--- config.mk ---
export PLATFORM = sky130hd
export DESIGN_NAME = mem1_lsu
export DESIGN_NICKNAME = d
export VERILOG_FILES = /design/src/rtl/mem1_lsu.sv
export SDC_FILE = /design/constraint.sdc
export NUM_CORES = 1
export LEC_CHECK = 0
export ABC_AREA = 1
export BUFFER_PORTS_ARGS = -buffer_cell sky130_fd_sc_hd__buf_2
export CORE_AREA = 5 5 171 173
export CTS_CLUSTER_SIZE = 8
export DETAILED_ROUTE_END_ITERATION = 12
export DIE_AREA = 0 0 176 178
export SYNTH_ARGS = -nofsm -noshare
export SYNTH_HDL_FRONTEND = slang
export SYNTH_SLANG_ARGS = --single-unit
export TNS_END_PERCENT = 10
--- constraint.sdc ---
create_clock -name clk -period 2.5 [get_ports clk]
set_clock_uncertainty 0.1 [all_clocks]
set_input_delay 0.625 -clock clk [delete_from_list [all_inputs] [get_ports clk]]
set_output_delay 0.625 -clock clk [all_outputs]
set_load 0.05 [all_outputs]
--- src/rtl/mem1_lsu.sv ---
// MEM1 stage: registers the EX bus, forms byte lanes and aligned store data,
// and runs the data-bus request/response handshake for loads and stores.
module mem1_lsu #(
    parameter int unsigned STAGE = 4
) (
    input  logic         clk,
    input  logic         rst_n,
    input  logic [6:0]   stall,
    input  logic [142:0] ex2mem1_bus,
    output logic [146:0] mem12mem2_bus,
    output logic [37:0]  mem12rf_bus,
    output logic         load_hazard,
    output logic         stall_req,
    output logic         misalign,
    output logic         dreq_valid,
    input  logic         dreq_ready,
    output logic         dreq_we,
    output logic [31:0]  dreq_addr,
    output logic [3:0]   dreq_wstrb,
    output logic [31:0]  dreq_wdata,
    input  logic         drsp_valid,
    input  logic [31:0]  drsp_rdata
);

    localparam int unsigned XLEN     = 32;
    localparam int unsigned STRB_W   = 4;
    localparam logic [2:0]  IDX_CUR  = 3'(STAGE);
    localparam logic [2:0]  IDX_NXT  = 3'(STAGE + 1);

    localparam logic [1:0] ST_IDLE = 2'd0;
    localparam logic [1:0] ST_WAIT = 2'd1;
    localparam logic [1:0] ST_DONE = 2'd2;

    typedef struct packed {
        logic       en;
        logic       we;
        logic [2:0] size_sel;
        logic       uns;
    } lsu_op_t;

    typedef struct packed {
        lsu_op_t              lsu_op;
        logic [2:0]           sel_rf_res;
        logic                 rf_we;
        logic [4:0]           rf_waddr;
        logic [XLEN-1:0]      ex_result;
        logic [XLEN-1:0]      store_data;
        logic [XLEN-1:0]      pc;
        logic [XLEN-1:0]      inst;
    } ex_bus_t;

    ex_bus_t            bus_q, bus_d;
    logic [1:0]         state_q, state_d;
    logic [XLEN-1:0]    rdata_q, rdata_d;

    logic               stall_cur, stall_nxt;
    logic [1:0]         addr_lo;
    logic               is_byte, is_half, is_word;
    logic               mem_go;
    logic               rf_we_eff;
    logic [STRB_W-1:0]  ram_sel;
    logic [XLEN-1:0]    wdata;
    logic [XLEN-1:0]    rdata_out;
    logic               unused_stall;

    assign stall_cur    = stall[IDX_CUR];
    assign stall_nxt    = stall[IDX_NXT];
    assign unused_stall = ^stall;

    // Input register: bubble when this stage stalls but the next one drains
    always_comb begin
        bus_d = bus_q;
        if (stall_cur && !stall_nxt) begin
            bus_d = '0;
        end else if (!stall_cur) begin
            bus_d = ex_bus_t'(ex2mem1_bus);
        end
    end

    always_ff @(posedge clk) begin
        if (!rst_n) begin
            bus_q <= '0;
        end else begin
            bus_q <= bus_d;
        end
    end

    assign addr_lo  = bus_q.ex_result[1:0];
    assign is_byte  = bus_q.lsu_op.size_sel[0];
    assign is_half  = bus_q.lsu_op.size_sel[1];
    assign is_word  = bus_q.lsu_op.size_sel[2];
    assign misalign = bus_q.lsu_op.en &
                      ((is_half & addr_lo[0]) | (is_word & (addr_lo != 2'b00)));
    assign mem_go   = bus_q.lsu_op.en & ~misalign;

    // Byte-lane select and lane-replicated store data
    always_comb begin
        ram_sel = '0;
        wdata   = bus_q.store_data;
        if (is_byte) begin
            wdata = {4{bus_q.store_data[7:0]}};
        end else if (is_half) begin
            wdata = {2{bus_q.store_data[15:0]}};
        end
        if (mem_go) begin
            if (is_byte) begin
                ram_sel = 4'b0001 << addr_lo;
            end else if (is_half) begin
                ram_sel = addr_lo[1] ? 4'b1100 : 4'b0011;
            end else if (is_word) begin
                ram_sel = 4'b1111;
            end
        end
    end

    // Handshake FSM: response in IDLE is ignored, DONE never reissues
    always_comb begin
        state_d    = state_q;
        rdata_d    = rdata_q;
        dreq_valid = 1'b0;
        case (state_q)
            ST_IDLE: begin
                if (mem_go) begin
                    dreq_valid = 1'b1;
                    if (dreq_ready) begin
                        state_d = ST_WAIT;
                    end
                end
            end
            ST_WAIT: begin
                if (drsp_valid) begin
                    rdata_d = bus_q.lsu_op.we ? '0 : drsp_rdata;
                    state_d = ST_DONE;
                end
            end
            ST_DONE: begin
                if (!stall_nxt) begin
                    state_d = ST_IDLE;
                end
            end
            default: begin
                state_d = ST_IDLE;
            end
        endcase
    end

    always_ff @(posedge clk) begin
        if (!rst_n) begin
            state_q <= ST_IDLE;
            rdata_q <= '0;
        end else begin
            state_q <= state_d;
            rdata_q <= rdata_d;
        end
    end

    assign stall_req = mem_go & (state_q != ST_DONE);
    assign rdata_out = (state_q == ST_DONE) ? rdata_q : '0;
    assign rf_we_eff = bus_q.rf_we & ~misalign;

    assign dreq_we    = bus_q.lsu_op.we;
    assign dreq_addr  = {bus_q.ex_result[XLEN-1:2], 2'b00};
    assign dreq_wstrb = ram_sel;
    assign dreq_wdata = wdata;

    assign load_hazard = bus_q.lsu_op.en & ~bus_q.lsu_op.we & rf_we_eff;
    assign mem12rf_bus = {rf_we_eff, bus_q.rf_waddr, bus_q.ex_result};

    assign mem12mem2_bus = {bus_q.lsu_op, ram_sel, bus_q.sel_rf_res, rf_we_eff,
                            bus_q.rf_waddr, bus_q.ex_result, bus_q.pc,
                            bus_q.inst, rdata_out};

endmodule

### After elaboration in Yosys (flattened, before gate mapping)

Index checks and enable logic that the tools add are counted.

* muxes and demuxes: 16
* bitwise gates (word level): 12
* shift-type cells: 1
* equality and inequality tests: 7
* reductions and logical operators: 7

Operator list (count)
* 32-bit 2-to-1 mux: 4
* 4-bit 2-to-1 mux: 5
* 2-bit != test, second input constant: 5
* 1-bit AND: 8
* 2-bit 2-to-1 mux: 4
* 2-bit one-hot mux with 3 select lines: 1
* 4-bit AND reduction: 1
* 1-bit by 2-bit left shift with 4-bit output, first input constant: 1
* 1-bit NOT: 3
* 2-bit by 1-bit == test with 1-bit output, second input constant: 1
* 2-bit == test, second input constant: 1
* 2-bit zero test: 1
* 1-bit 2-to-1 mux: 2
* 2-bit AND reduction: 1
* 2-bit nonzero test: 1
* 2-bit OR reduction: 1
* 1-bit logical AND: 1
* 1-bit zero test: 1
* 1-bit bitwise OR: 1

* bits of input ports: 186
* word-level logic and storage cells: 56
* flip-flop bits (word level): 177
* output and inout port bits: 258

### Longest topological paths before layout

* depth in word-level cells: 8
* gate-level depth with buffers: 7
* depth with buffers taken out: 7

### Worst setup path before layout

OpenSTA, ideal clock, no wires.

* kind: reg-to-output
* start: register bus_q, in the netlist mem12mem2_bus[143]
* end: output mem12mem2_bus[140]
* setup slack: -0.473 ns
* path buffers: 2
* arrival: 2.248 ns
* required time: 1.775 ns
* cell stages (with the launch flop): 6
* cells stage by stage: dfxtp_1 -> buf_2 -> o21ai_0 -> a21oi_1 -> nor3_1 -> buf_4

* longest elaborated chain between the ends: 6
* elaborated cells between the ends (all ways): 8
* those cells by class: mux: 3; bitwise: 5

RTL lines
* from (decl): RTL line 52 `ex_bus_t bus_q, bus_d;`
* from (signal assigned): RTL line 84 `bus_q <= bus_d;`
* 1-bit AND: RTL line 93 `((is_half & addr_lo[0]) | (is_word & (addr_lo != 2'b00)));`
* 1-bit bitwise OR: RTL line 93
* 1-bit AND: RTL line 92 `assign misalign = bus_q.lsu_op.en &`
* 1-bit NOT: RTL line 94 `assign mem_go = bus_q.lsu_op.en & ~misalign;`
* 1-bit AND: RTL line 94
* 4-bit 2-to-1 mux (*): RTL line 105 `if (mem_go) begin`
* to (decl): RTL line 10 `output logic [146:0] mem12mem2_bus,`

Every way passes the cells marked *; elsewhere a longest branch is shown, timed or not.

### Worst setup path in the final report

* start: register bus_q, in the netlist mem12mem2_bus[143]
* end: output dreq_wdata[18]

* longest elaborated chain between the ends: 2

RTL lines
* 32-bit 2-to-1 mux: RTL line 102 `end else if (is_half) begin`
* 32-bit 2-to-1 mux: RTL line 100 `if (is_byte) begin`
* to (decl): RTL line 20 `output logic [31:0] dreq_wdata,`

Every way passes these cells.

==> impl_metrics.json <==
{
  "status": "finished, final reports clean",
  "clock-sinks": 177,
  "avgSynthCellArea_um2": 7.52,
  "synth_xor_area_share_pct": 0,
  "insertion_delay_ps": 420,
  "regToRegSetupSlack_ps": 1160,
  "cp_max_fo": 8,
  "fmax_mhz": 409,
  "overflow": 0,
  "num_vias": 7271,
  "cts_root_buf": "clkbuf_16",
  "synth_compound_area_share_pct": 15.7,
  "cp_top_family": "buffers and inverters",
  "synth_edf_count": 0,
  "cts_setup_buffers": 0,
  "dieArea_mm2": 0.0313,
  "synth_flop_cell": "dfxtp_1",
  "yosys.area_share.simple_pct": 16.4,
  "antenna_found_initial": 3,
  "crit_buf_inv": 3,
  "coreArea_mm2": 0.0275,
  "layout-drive-gt1-share_pct": 38.3,
  "grt_pass1_vias": 6756,
  "portBuffers": 436,
  "setup_slack_ps": 56.0,
  "synth_cells": 1096,
  "cts_tree": "built",
  "clk_pin_slew_ps": 80,
  "hold_depth": 3,
  "fin_crit_sh_pct": 97.8,
  "synth_warnings": 0,
  "cp.required_ps": 1770,
  "crit_chain": "buf_4 -> nor2_2 -> buf_6 -> mux2_2 -> buf_6",
  "cp_slowest_cell": "mux2_2",
  "synthTopCellsByArea": "dfxtp_1, buf_4, nand2_1, a21oi_1, a211oi_1",
  "async_reset_ff_share_pct": 0,
  "ys_types": 20,
  "yosys.area.top_type_share_pct": 43.0,
  "drt_first_pass_iters": 4,
  "synth_top_family_by_area": "buffers and inverters",
  "grt_pass1_wl_um": 37400,
  "die_x_um": 176,
  "slew_headroom_pct": 54.1,
  "hold_path_class": "in2reg",
  "numCtsBuffers": 17,
  "dp.cells": 1637,
  "io_pins": 444,
  "rsz0062_at_grt": "true",
  "setup_viol": 0,
  "min_to": "mem12mem2_bus[74]",
  "synth_commonest_cells": "nand2_1, buf_4, a21oi_1, dfxtp_1, inv_1",
  "dpl_worst_slack_ps": 304,
  "muxShareOfSynthArea_pct": 1.09,
  "wl_per_cell_um": 15.2,
  "drc": 0,
  "start_kind": "register",
  "grt_max_degree": 144,
  "place.gp.congestion": 0.793,
  "reg2reg_to": "rdata_q[4]",
  "path_class": "reg2out",
  "rows": 61,
  "synth-seq-cells": 177,
  "hold_path_startpoint": "ex2mem1_bus[42]",
  "grt_util_all_layers_pct": 14.9,
  "p_leak_nw": 4.85,
  "whs_ps": 335,
  "hold_viol_final": 0,
  "fin_nets": 1496,
  "tightest_slew_ps": 688,
  "synth_seq_area_share_pct": 43.0,
  "area_growth_pct": 22.7,
  "die_h_um": 178,
  "final_cells": 1673,
  "maxCapViolCount": 0,
  "max_stage_delay_ps": 360,
  "period_needed_ps": 2440,
  "end_kind": "primary output",
  "slew_viol_final": 0,
  "post-dp-hpwl_um": 18100,
  "ff2ff_path_depth": 5,
  "ir_drop_v": 0.000411,
  "vias_per_cell": 4.35,
  "arrival_ps": 1720,
  "initial_utilization_pct": 30.0,
  "power_density_mw_per_mm2": 700,
  "ant_nets": 0,
  "cp_common_cell": "buf_6",
  "yosysMostFrequentCell": "nand2_1",
  "cts_max_level": 4,
  "clockBufferDepth": 2,
  "synth_area_mm2": 0.00824,
  "synth_adder_area_share_pct": 0,
  "r2r-start": "state_q[1]",
  "finalSetupTns_ps": 0,
  "drt-total-wl_um": 25400,
  "yosysTopAreaCell": "dfxtp_1",
  "cts.hold.buffers_added": 0,
  "initialDrtViolationCount": 322
}
## worst reg2reg max path, cell delays in order, from the launching register on
cell      delay [ps]
dfxtp_1          350
inv_1             80
nand3_2           70
buf_4            340
a21oi_1           90
a211oi_1         220
## layer usage
layer  GRT usage (%)  routed length [um]
met5               0                   0
met1            18.3               10500
met2            25.3               12600
met3            4.81                2050
met4            4.32                 197
## through the flow
stage	instance area (um2)	total power, mW	utilization [%]
after floorplan	8240	4.19	-
after global placement	9300	4.40	33.8
after detailed placement	9300	4.41	33.8
after CTS	9980	7.17	36.3
after global routing	10100	7.42	36.8
final	10100	7.07	36.8
## state kept, by name (all words and copies together), names as in the netlist
signal,cells
bus_q,33
dreq_addr,30
dreq_we,1
mem12mem2_bus,79
rdata_q,32
state_q,2
## layout make-up
class                           count  area (um2)
Fill cell                        2954       17400
Sequential cell                   177        3550
Multi-Input combinational cell    608        2810
Timing Repair Buffer              454        2530
Tap cell                          346         433
Clock buffer                       17         425
Inverter                           52         198
Clock inverter                     15         163
Antenna cell                        4        10.0
## kinds of logic after synthesis
family / Yosys count
multiplexers: 8
AND/OR/NAND/NOR: 357
buffers and inverters: 312
AO/OA/AOI/OAI: 241
flip-flops: 177
other: 1
## placed cells by master, fill, tap and decap left out, types with 3 or more instances in the layout
cell type / n
a211oi_1: 32
buf_4: 18
buf_12: 4
o21ai_0: 17
mux2_2: 8
nor2_1: 38
clkbuf_16: 17
clkbuf_4: 23
clkinv_8: 4
dfxtp_1: 175
diode_2: 4
inv_1: 50
nand2_1: 307
a21oi_1: 190
nor3_4: 3
inv_6: 7
buf_6: 15
buf_2: 394
## timing repair
item,CTS,global route
pin swaps,1,1
resized for setup,29,43
cloned,0,0
endpoints found under the setup margin,16,61
## how the worst max path moves through the flow
stage	slack, ps	from	endpoint	cells after the start
after global routing	-10	mem12mem2_bus[143]	dreq_wdata[21]	5
after detailed placement	300	mem12mem2_bus[96]	dreq_wstrb[1]	6
after global placement	320	mem12mem2_bus[96]	dreq_wstrb[1]	6
after floorplan	-470	mem12mem2_bus[143]	mem12mem2_bus[140]	5
after CTS	-8	mem12mem2_bus[96]	mem12mem2_bus[137]	6
final	60	mem12mem2_bus[143]	dreq_wdata[18]	5
## report_power, final
| part | internal, mW | switching [mW] | leakage, nW |
|---|---|---|---|
| registers | 2.93 | 0.0743 | 1.45 |
| clock network | 1.35 | 1.37 | 0.289 |
| logic | 0.354 | 0.997 | 3.11 |
Note: power is estimated with default switching activity, not from simulation.
